File: src/rtl/nn_layer_pkg.sv
// Shared definitions for the neural-network layer datapath: default sizes
// and the layer sequencer state encodings.
package nn_layer_pkg;

    localparam int DATA_W_DEFAULT      = 32;
    localparam int MAX_NEURONS_DEFAULT = 16;

    localparam int STATE_W = 3;

    localparam logic [STATE_W-1:0] ST_IDLE      = 3'd0;
    localparam logic [STATE_W-1:0] ST_SUM_START = 3'd1;
    localparam logic [STATE_W-1:0] ST_SUM_WAIT  = 3'd2;
    localparam logic [STATE_W-1:0] ST_ACT_START = 3'd3;
    localparam logic [STATE_W-1:0] ST_ACT_WAIT  = 3'd4;
    localparam logic [STATE_W-1:0] ST_OUT       = 3'd5;
    localparam logic [STATE_W-1:0] ST_DONE      = 3'd6;

endpackage

File: src/rtl/layer_sequencer.sv
// Layer sequencer: walks one layer pass neuron by neuron, launching the
// external summation unit and (optionally) the Elliot activation unit through
// the shared layer mux, then hands each result downstream with valid/ready.
// Every output is a flop loaded from the next-state decode, so outputs line
// up exactly with the state the FSM occupies.
module layer_sequencer
    import nn_layer_pkg::*;
#(
    parameter int DATA_W      = DATA_W_DEFAULT,
    parameter int MAX_NEURONS = MAX_NEURONS_DEFAULT,
    parameter int IDX_W       = 4
) (
    input  logic              clk,
    input  logic              rst_n,
    input  logic              start,
    input  logic [IDX_W:0]    layer_size,
    input  logic              bypass_act,
    input  logic              abort,
    output logic              sum_start,
    output logic              act_start,
    output logic              sel,
    input  logic [DATA_W-1:0] mux_y,
    input  logic              mux_done,
    output logic [IDX_W-1:0]  neuron_idx,
    output logic [DATA_W-1:0] out_data,
    output logic              out_valid,
    input  logic              out_ready,
    output logic              busy,
    output logic              layer_done
);

    localparam logic [IDX_W:0] MAX_SIZE = (IDX_W + 1)'(MAX_NEURONS);

    logic [STATE_W-1:0] r_state;
    logic [STATE_W-1:0] w_next;
    logic [IDX_W:0]     r_size;
    logic               r_bypass;
    logic [IDX_W-1:0]   r_idx;
    logic [DATA_W-1:0]  r_out_data;
    logic               r_sum_start;
    logic               r_act_start;
    logic               r_sel;
    logic               r_out_valid;
    logic               r_busy;
    logic               r_layer_done;

    logic [IDX_W:0]     w_size_clamped;
    logic               w_last;
    logic               w_accept;
    logic               w_capture;

    assign w_size_clamped = (layer_size > MAX_SIZE) ? MAX_SIZE : layer_size;
    assign w_last         = ({1'b0, r_idx} == (r_size - 1'b1));
    assign w_accept       = (r_state == ST_IDLE) && start;
    // OUT is only entered from a wait state, so entering it means a result lands.
    assign w_capture      = (w_next == ST_OUT) && (r_state != ST_OUT);

    // Next-state decode; abort overrides every other transition outside IDLE.
    always_comb begin
        w_next = r_state;
        case (r_state)
            ST_IDLE: begin
                if (start) begin
                    w_next = (w_size_clamped == '0) ? ST_DONE : ST_SUM_START;
                end
            end
            ST_SUM_START: w_next = ST_SUM_WAIT;
            ST_SUM_WAIT: begin
                if (mux_done) begin
                    w_next = r_bypass ? ST_OUT : ST_ACT_START;
                end
            end
            ST_ACT_START: w_next = ST_ACT_WAIT;
            ST_ACT_WAIT: begin
                if (mux_done) begin
                    w_next = ST_OUT;
                end
            end
            ST_OUT: begin
                if (out_ready) begin
                    w_next = w_last ? ST_DONE : ST_SUM_START;
                end
            end
            ST_DONE: w_next = ST_IDLE;
            default: w_next = ST_IDLE;
        endcase
        if (abort && (r_state != ST_IDLE)) begin
            w_next = ST_IDLE;
        end
    end

    // State, latched pass configuration, neuron index and captured result.
    always_ff @(posedge clk or negedge rst_n) begin
        if (!rst_n) begin
            r_state    <= ST_IDLE;
            r_size     <= '0;
            r_bypass   <= 1'b0;
            r_idx      <= '0;
            r_out_data <= '0;
        end else begin
            r_state <= w_next;
            if (w_accept) begin
                r_size   <= w_size_clamped;
                r_bypass <= bypass_act;
                r_idx    <= '0;
            end
            if ((r_state == ST_OUT) && (w_next == ST_SUM_START)) begin
                r_idx <= r_idx + 1'b1;
            end
            if (w_capture) begin
                r_out_data <= mux_y;
            end
        end
    end

    // Registered Moore outputs, decoded from the state being entered.
    always_ff @(posedge clk or negedge rst_n) begin
        if (!rst_n) begin
            r_sum_start  <= 1'b0;
            r_act_start  <= 1'b0;
            r_sel        <= 1'b0;
            r_out_valid  <= 1'b0;
            r_busy       <= 1'b0;
            r_layer_done <= 1'b0;
        end else begin
            r_sum_start  <= (w_next == ST_SUM_START);
            r_act_start  <= (w_next == ST_ACT_START);
            r_sel        <= (w_next == ST_ACT_START) || (w_next == ST_ACT_WAIT);
            r_out_valid  <= (w_next == ST_OUT);
            r_busy       <= (w_next != ST_IDLE);
            r_layer_done <= (w_next == ST_DONE);
        end
    end

    assign sum_start  = r_sum_start;
    assign act_start  = r_act_start;
    assign sel        = r_sel;
    assign neuron_idx = r_idx;
    assign out_data   = r_out_data;
    assign out_valid  = r_out_valid;
    assign busy       = r_busy;
    assign layer_done = r_layer_done;

endmodule

File: config.mk
export PLATFORM = sky130hd
export DESIGN_NAME = layer_sequencer
export DESIGN_NICKNAME = d
export VERILOG_FILES = /design/src/rtl/nn_layer_pkg.sv /design/src/rtl/layer_sequencer.sv
export SDC_FILE = /design/constraint.sdc
export NUM_CORES = 1
export LEC_CHECK = 0
export ABC_AREA = 1
export BUFFER_PORTS_ARGS = -buffer_cell sky130_fd_sc_hd__buf_4
export CORE_ASPECT_RATIO = 1.4
export CORE_UTILIZATION = 49
export CTS_BUF_LIST = sky130_fd_sc_hd__clkbuf_4 sky130_fd_sc_hd__clkbuf_8 sky130_fd_sc_hd__clkbuf_16
export CTS_CLUSTER_DIAMETER = 40
export DETAILED_ROUTE_END_ITERATION = 10
export GPL_TIMING_DRIVEN = 0
export PLACE_DENSITY = 0.79
export RECOVER_POWER = 25
export REMOVE_ABC_BUFFERS = 1
export SLEW_MARGIN = 20
export SYNTH_ARGS = -nofsm -noshare
export SYNTH_HDL_FRONTEND = slang
export SYNTH_SLANG_ARGS = --single-unit
File: constraint.sdc
create_clock -name clk -period 2.5 [get_ports clk]
set_input_delay 0.5 -clock clk [delete_from_list [all_inputs] [get_ports clk]]
set_output_delay 0.5 -clock clk [all_outputs]
set_load 0.01 [all_outputs]
==> run metrics, run 1 <==
outcome finished clean; Post-synth ARST share 100.0%; hold_ws 0.3904 ns; CP required 2.70 ns; Core Area 4572 um^2; worst skew pair latency 0.30 ns; area of the multi-input gates 1010 um^2; Register Area 1276 um^2; Antenna diodes 0; worst-margin pin slew 1.248 ns; Filler Cell Count 368; Clock Tree Root clkbuf_8; register area share after synthesis 53.88%; Final WS setup 0.1481 ns; CTS tree yes; Clock Sinks 51; total power draw 3.434 mW; setup total negative slack 0 ns; DR WL/cell 13.43 um; non-filler cells, final 435; Synthesis Warnings 0; CP Max Fanout 16; post-place setup slack -0.2794 ns; Row Count 29; Tmin final 2.352 ns; Yosys reg bits 51; dpl cell area 3017 um^2; CP startpoint kind flop; worst setup path category flop to flop; post-synth top area share 53.88%; Initial Util 51.81%; I/O Pins 86; initial antenna violation count 0; maximum VDD drop 0.0006522 V; MaxCap Viol Count 0; count leader, synth nand2_1; CTS buffer count 5; Mapped Area 2369 um^2; PwrDens 1048 nW/um^2; Detailed Routing Iterations Pass 1 4; Tot GR Track Use 22.92%; syn avg cell area 8.489 um^2; global-route wire length before repair 8.914 mm; share of cells above drive strength 1 32.71%; largest net degree at the start of global routing 52; Final period util 94.07%; Worst-path clk slew 0.09 ns; die height 84.27 um; Antenna Violating Nets Remaining 0; final global-route overflow total 0; max-slew violations 0; ys flop type dfrtp_1; crit end category flop; achievable clock frequency 425.2 MHz; final hold violations 0; Layout Nets 419; slew margin rel. 16.78%; Via density 4.991; HP Class primary input to flop; Die ar. 5120 um^2; final instance area 3278 um^2; DRC viols 0; die width 60.76 um; Synth area leaders dfrtp_1, nand2_1, nand3_1, inv_1, nor2_1; vias in the first global route 1965; Yosys cell types 28; Leak Pwr 1.851 nW; post-synth top area cell dfrtp_1; routability-driven placement congestion ratio 0.8415; post-layout util 71.70%; number of port buffers 85; Post-DP HPWL 3.701 mm; Mapped Cells 279; EDFF count, synth 0; Area growth syn-to-layout 38.40%; vias post-DR 2171; Clock Skew 0.003701 ns; Placed Instances 417; Post-synth top cells nand2_1, dfrtp_1, nand3_1, inv_1, nor2_1; final setup violation count 0; DRT iter0 DRCs 134; H-tree Lvls 2; WL final 5.842 mm; clk buf depth 2; Worst Path Arrival 2.55 ns
sequential cells by signal, summed over array words and instances (netlist names):
register,cells
out_data,32
r_size,5
neuron_idx,4
r_state,3
act_start,1
busy,1
layer_done,1
out_valid,1
r_bypass,1
sel,1
sum_start,1
where the power goes:
part / total, mW / leakage (nW) / switching (mW) / internal [mW]
Sequential: 1.29 / 0.663 / 0.168 / 1.12
Clock: 0.568 / 0.0502 / 0.275 / 0.293
Combinational: 1.58 / 1.14 / 0.894 / 0.684
cell families (layout without fill, tap and decap cells):
| kind of cell | count (synthesis) | after routing | share of synthesized area, % |
|---|---|---|---|
| AND/OR/NAND/NOR | 180 | 183 | 34.44 |
| flip-flops | 51 | 51 | 53.88 |
| buffers and inverters | 33 | 124 | 6.656 |
| AO/OA/AOI/OAI | 11 | 11 | 3.223 |
| adder cells (fa/ha/maj) | 2 | 2 | 1.056 |
| XOR/XNOR | 2 | 2 | 0.7397 |
worst paths after layout:
kind,from,cells after the start,endpoint,slack [ns]
worst max-delay path,r_size[0],16,out_data[15],0.15
worst min-delay path,bypass_act,3,r_bypass,0.39
worst max register to register,r_size[0],16,out_data[15],0.15
worst min register to register,out_data[19],2,out_data[19],0.48
max in group asynchronous,rst_n,1,sum_start,1.30
min in group asynchronous,rst_n,1,out_data[19],0.44
area by class of cell:
class / count / area share [%]
Sequential cell: 51 / 38.93
Multi-Input combinational cell: 198 / 30.80
Timing Repair Buffer: 93 / 21.83
Inverter: 24 / 2.824
Tap cell: 62 / 2.366
Clock buffer: 5 / 2.099
Clock inverter: 2 / 1.145
placed cells by master, fill, tap and decap left out, types with 3 or more instances in the layout:
cell type / n
dfrtp_1: 51
inv_1: 17
nor2_1: 13
clkbuf_8: 5
o21ai_0: 3
buf_4: 89
nand2_1: 103
inv_2: 5
nand2_8: 3
nand3_1: 50
per-layer routing:
| layer | track usage [%] | vias up | routed length (um) |
|---|---|---|---|
| li1 | - | 1077 | - |
| met3 | 6.009 | 10 | 443 |
| met1 | 28.35 | 1001 | 2360 |
| met2 | 38.76 | 83 | 2916 |
| met5 | 0 | - | 0 |
| met4 | 6.198 | 0 | 122 |
critical path, cell delays in order (launching register included):
cell and delay, ns:
dfrtp_1 0.41, inv_2 0.07, ha_1 0.31, nand2_1 0.07, inv_1 0.04, nor2_1 0.08
nand3_1 0.09, nor2_2 0.15, nand2_1 0.08, nand2_2 0.09, nand2_1 0.07, nand3_2 0.11
nand2_4 0.08, nor2_8 0.28, nand2_8 0.15, nand2_1 0.11, nand2_1 0.05
timing repair:
item / CTS / global route
gates cloned: 1 / 3
setup endpoints to repair: 32 / 32
hold buffers: 0 / 0
pin swaps: 1 / 3
setup buffers: 2 / 5
resized for setup: 1 / 12
Note: power is estimated with default switching activity, not from simulation.
==> run 2: changes to the inputs <==
Settings changed: ABC_AREA 1 to 0.
==> run metrics, run 2 <==
outcome finished clean; Post-synth ARST share 100.0%; Pint 2.328 mW; CTS buffer count 5; non-filler cells, final 333; R2R cell count 7; commonest cells after routing, fill and taps aside buf_4, dfrtp_1, mux2_1, nand2_1, mux2_2; switch share 34.93%; Antenna Violating Nets Remaining 0; reg2reg end layer_done; global-route wire length before repair 7.797 mm; count leader, synth dfrtp_1; worst skew pair latency 0.30 ns; HP Class primary input to flop; total power draw 3.578 mW; Post-synth top cells dfrtp_1, mux2_1, nand2_1, mux2_2; GR Util met1 23.63%; max incr delay on CP 0.43 ns; worst-margin pin slew 1.246 ns; DR WL/cell 14.74 um; Reg2Reg Launch Point r_size[0]; Placed Instances 325; Final period util 91.51%; die height 83.72 um; CP required 2.71 ns; fraction of power consumed by the clock network 15.6%; Yosys cell types 49; Area growth syn-to-layout 35.01%; register area share after synthesis 54.60%; Buffers & Inverters on Critical Path 1; Initial Util 51.12%; max reg flops 32; Via density 5.192; Antenna diodes 0; Clock Tree Root clkbuf_8; Mapped Cells 181; largest family of logic cells by synthesized area multiplexers; share of cells above drive strength 1 45.76%; vias in the first global route 1721; achievable clock frequency 437.1 MHz; Leak Pwr 1.486 nW; setup total negative slack 0 ns; worst setup path category flop to flop; Synth Area in XOR/XNOR 2.195%; CP startpoint kind flop; cell depth of the worst setup path 7; CTS tree yes; DRC viols 0; Tmin final 2.288 ns; H-tree Lvls 2; M3 GR Usage 4.806%; sequential share of power 38.9%; Worst Path Arrival 2.50 ns; Clock Sinks 51; DRT iter0 DRCs 61; post-synth top area share 54.60%; final global-route overflow total 0; syn avg cell area 12.91 um^2; max-slew violations 0; I/O Pins 86; Synth area leaders dfrtp_1, mux2_1, mux2_2, nand2_1, o21ai_0; MaxCap Viol Count 0; WL final 4.908 mm; post-place setup slack -0.3221 ns; PwrDens 1134 nW/um^2; met2 usage 35.06%; Worst-path clk slew 0.09 ns; Synthesis Warnings 0; maximum VDD drop 0.0006192 V; post-synth top area cell dfrtp_1; crit end category flop; Mapped Area 2337 um^2; most used routing layer met2; Clock Skew 0.003056 ns; Yosys reg bits 51; logic gate share of total power 45.5%; ys flop type dfrtp_1; Final WS setup 0.2122 ns; routability-driven placement congestion ratio 0.9090; Critical Path End layer_done; r2r setup slk 0.21 ns; slew margin rel. 16.96%; adder-cell share of the synthesized area 1.071%; final setup violation count 0; number of port buffers 85; commonest non-fill, non-tap cell in the layout buf_4; multiplexer share of the synthesized area 16.27%; final hold violations 0; CP Cell Sequence inv_1 -> ha_1 -> o21ba_2 -> a221o_1 -> a211oi_4 -> o21ai_1 -> nor4b_2; Synth Area in Compound Gates 10.39%; clk buf depth 2; Layout Nets 317; CP max-delay cell a221o_1; largest net degree at the start of global routing 52; RSZ-0062 raised after global routing false; Row Count 29; EDFF count, synth 0; Setup crit start r_size[0]; simple-gate area share of the yosys netlist 12.31%; Detailed Routing Iterations Pass 1 4; CP Max Fanout 7; hold path depth 3; Core Area 4572 um^2; initial antenna violation count 0; hold buffers post-CTS 0; Die ar. 5054 um^2; net load switching power 1.250 mW; die width 60.37 um; vias post-DR 1729; Post-DP HPWL 3.756 mm; cell family with most CP delay compound AO/OA/AOI/OAI gates; Tot GR Track Use 20.36%
-- run 2: through the flow --
step	utilization, %	hold WS, ns	instance area (um^2)
detailed placement	66.48	0.4632	3039
finish	69.02	0.3822	3156
global route	69.02	0.3927	3156
global placement	65.82	0.4601	3009
floorplan	-	0.2044	2293
CTS	68.97	0.2362	3153
-- run 2: cell type report --
class / count / area [um^2]
clock buffers: 5 / 68.82
clock inverters: 2 / 37.54
fillers: 356 / 1416
inverters: 8 / 30.03
multi-input cells: 117 / 992.2
flip-flops and latches: 51 / 1276
well taps: 62 / 77.57
repair buffers: 88 / 673.1
-- run 2: worst min-delay path, cell delays in order --
cell and delay (ns):
buf_4 0.07, nand2_1 0.04, nand2_1 0.05
-- run 2: layer usage --
layer	vias to the layer above	part of all wire [%]
li1	824	-
met1	832	39
met2	68	51
met3	5	8.9
met4	0	1.5
met5	-	0
-- run 2: power by group through the flow --
stage | sequential [mW] | combinational (mW) | clock [mW]
after floorplan | 1.53 | 0.783 | 0
after global placement | 1.38 | 1.57 | 0
after detailed placement | 1.42 | 1.63 | 0
after CTS | 1.40 | 1.64 | 0.569
after global routing | 1.44 | 1.78 | 0.599
final | 1.39 | 1.63 | 0.558
-- run 2: worst min-delay path by stage --
stage                          start           end  slack [ns]
final                     bypass_act      r_bypass        0.38
after detailed placement    r_bypass      r_bypass        0.46
after global placement      r_bypass      r_bypass        0.46
after global routing      bypass_act      r_bypass        0.39
after CTS                      rst_n  out_data[18]        0.24
after floorplan                rst_n     act_start        0.20
-- run 2: repair_timing --
| item | in CTS | in global routing |
|---|---|---|
| buffers inserted | 1 | 0 |
| gates cloned | 0 | 0 |
| endpoints found under the setup margin | 23 | 4 |
| resized for setup | 0 | 1 |
-- run 2: cells by family after synthesis --
| logic type | Yosys count |
|---|---|
| xor gates and xnor gates | 5 |
| DFF | 51 |
| muxes | 34 |
| adders and majority gates | 2 |
| AOI/OAI and AO/OA | 29 |
| buffers and inverters | 13 |
| and+or+nand+nor | 47 |
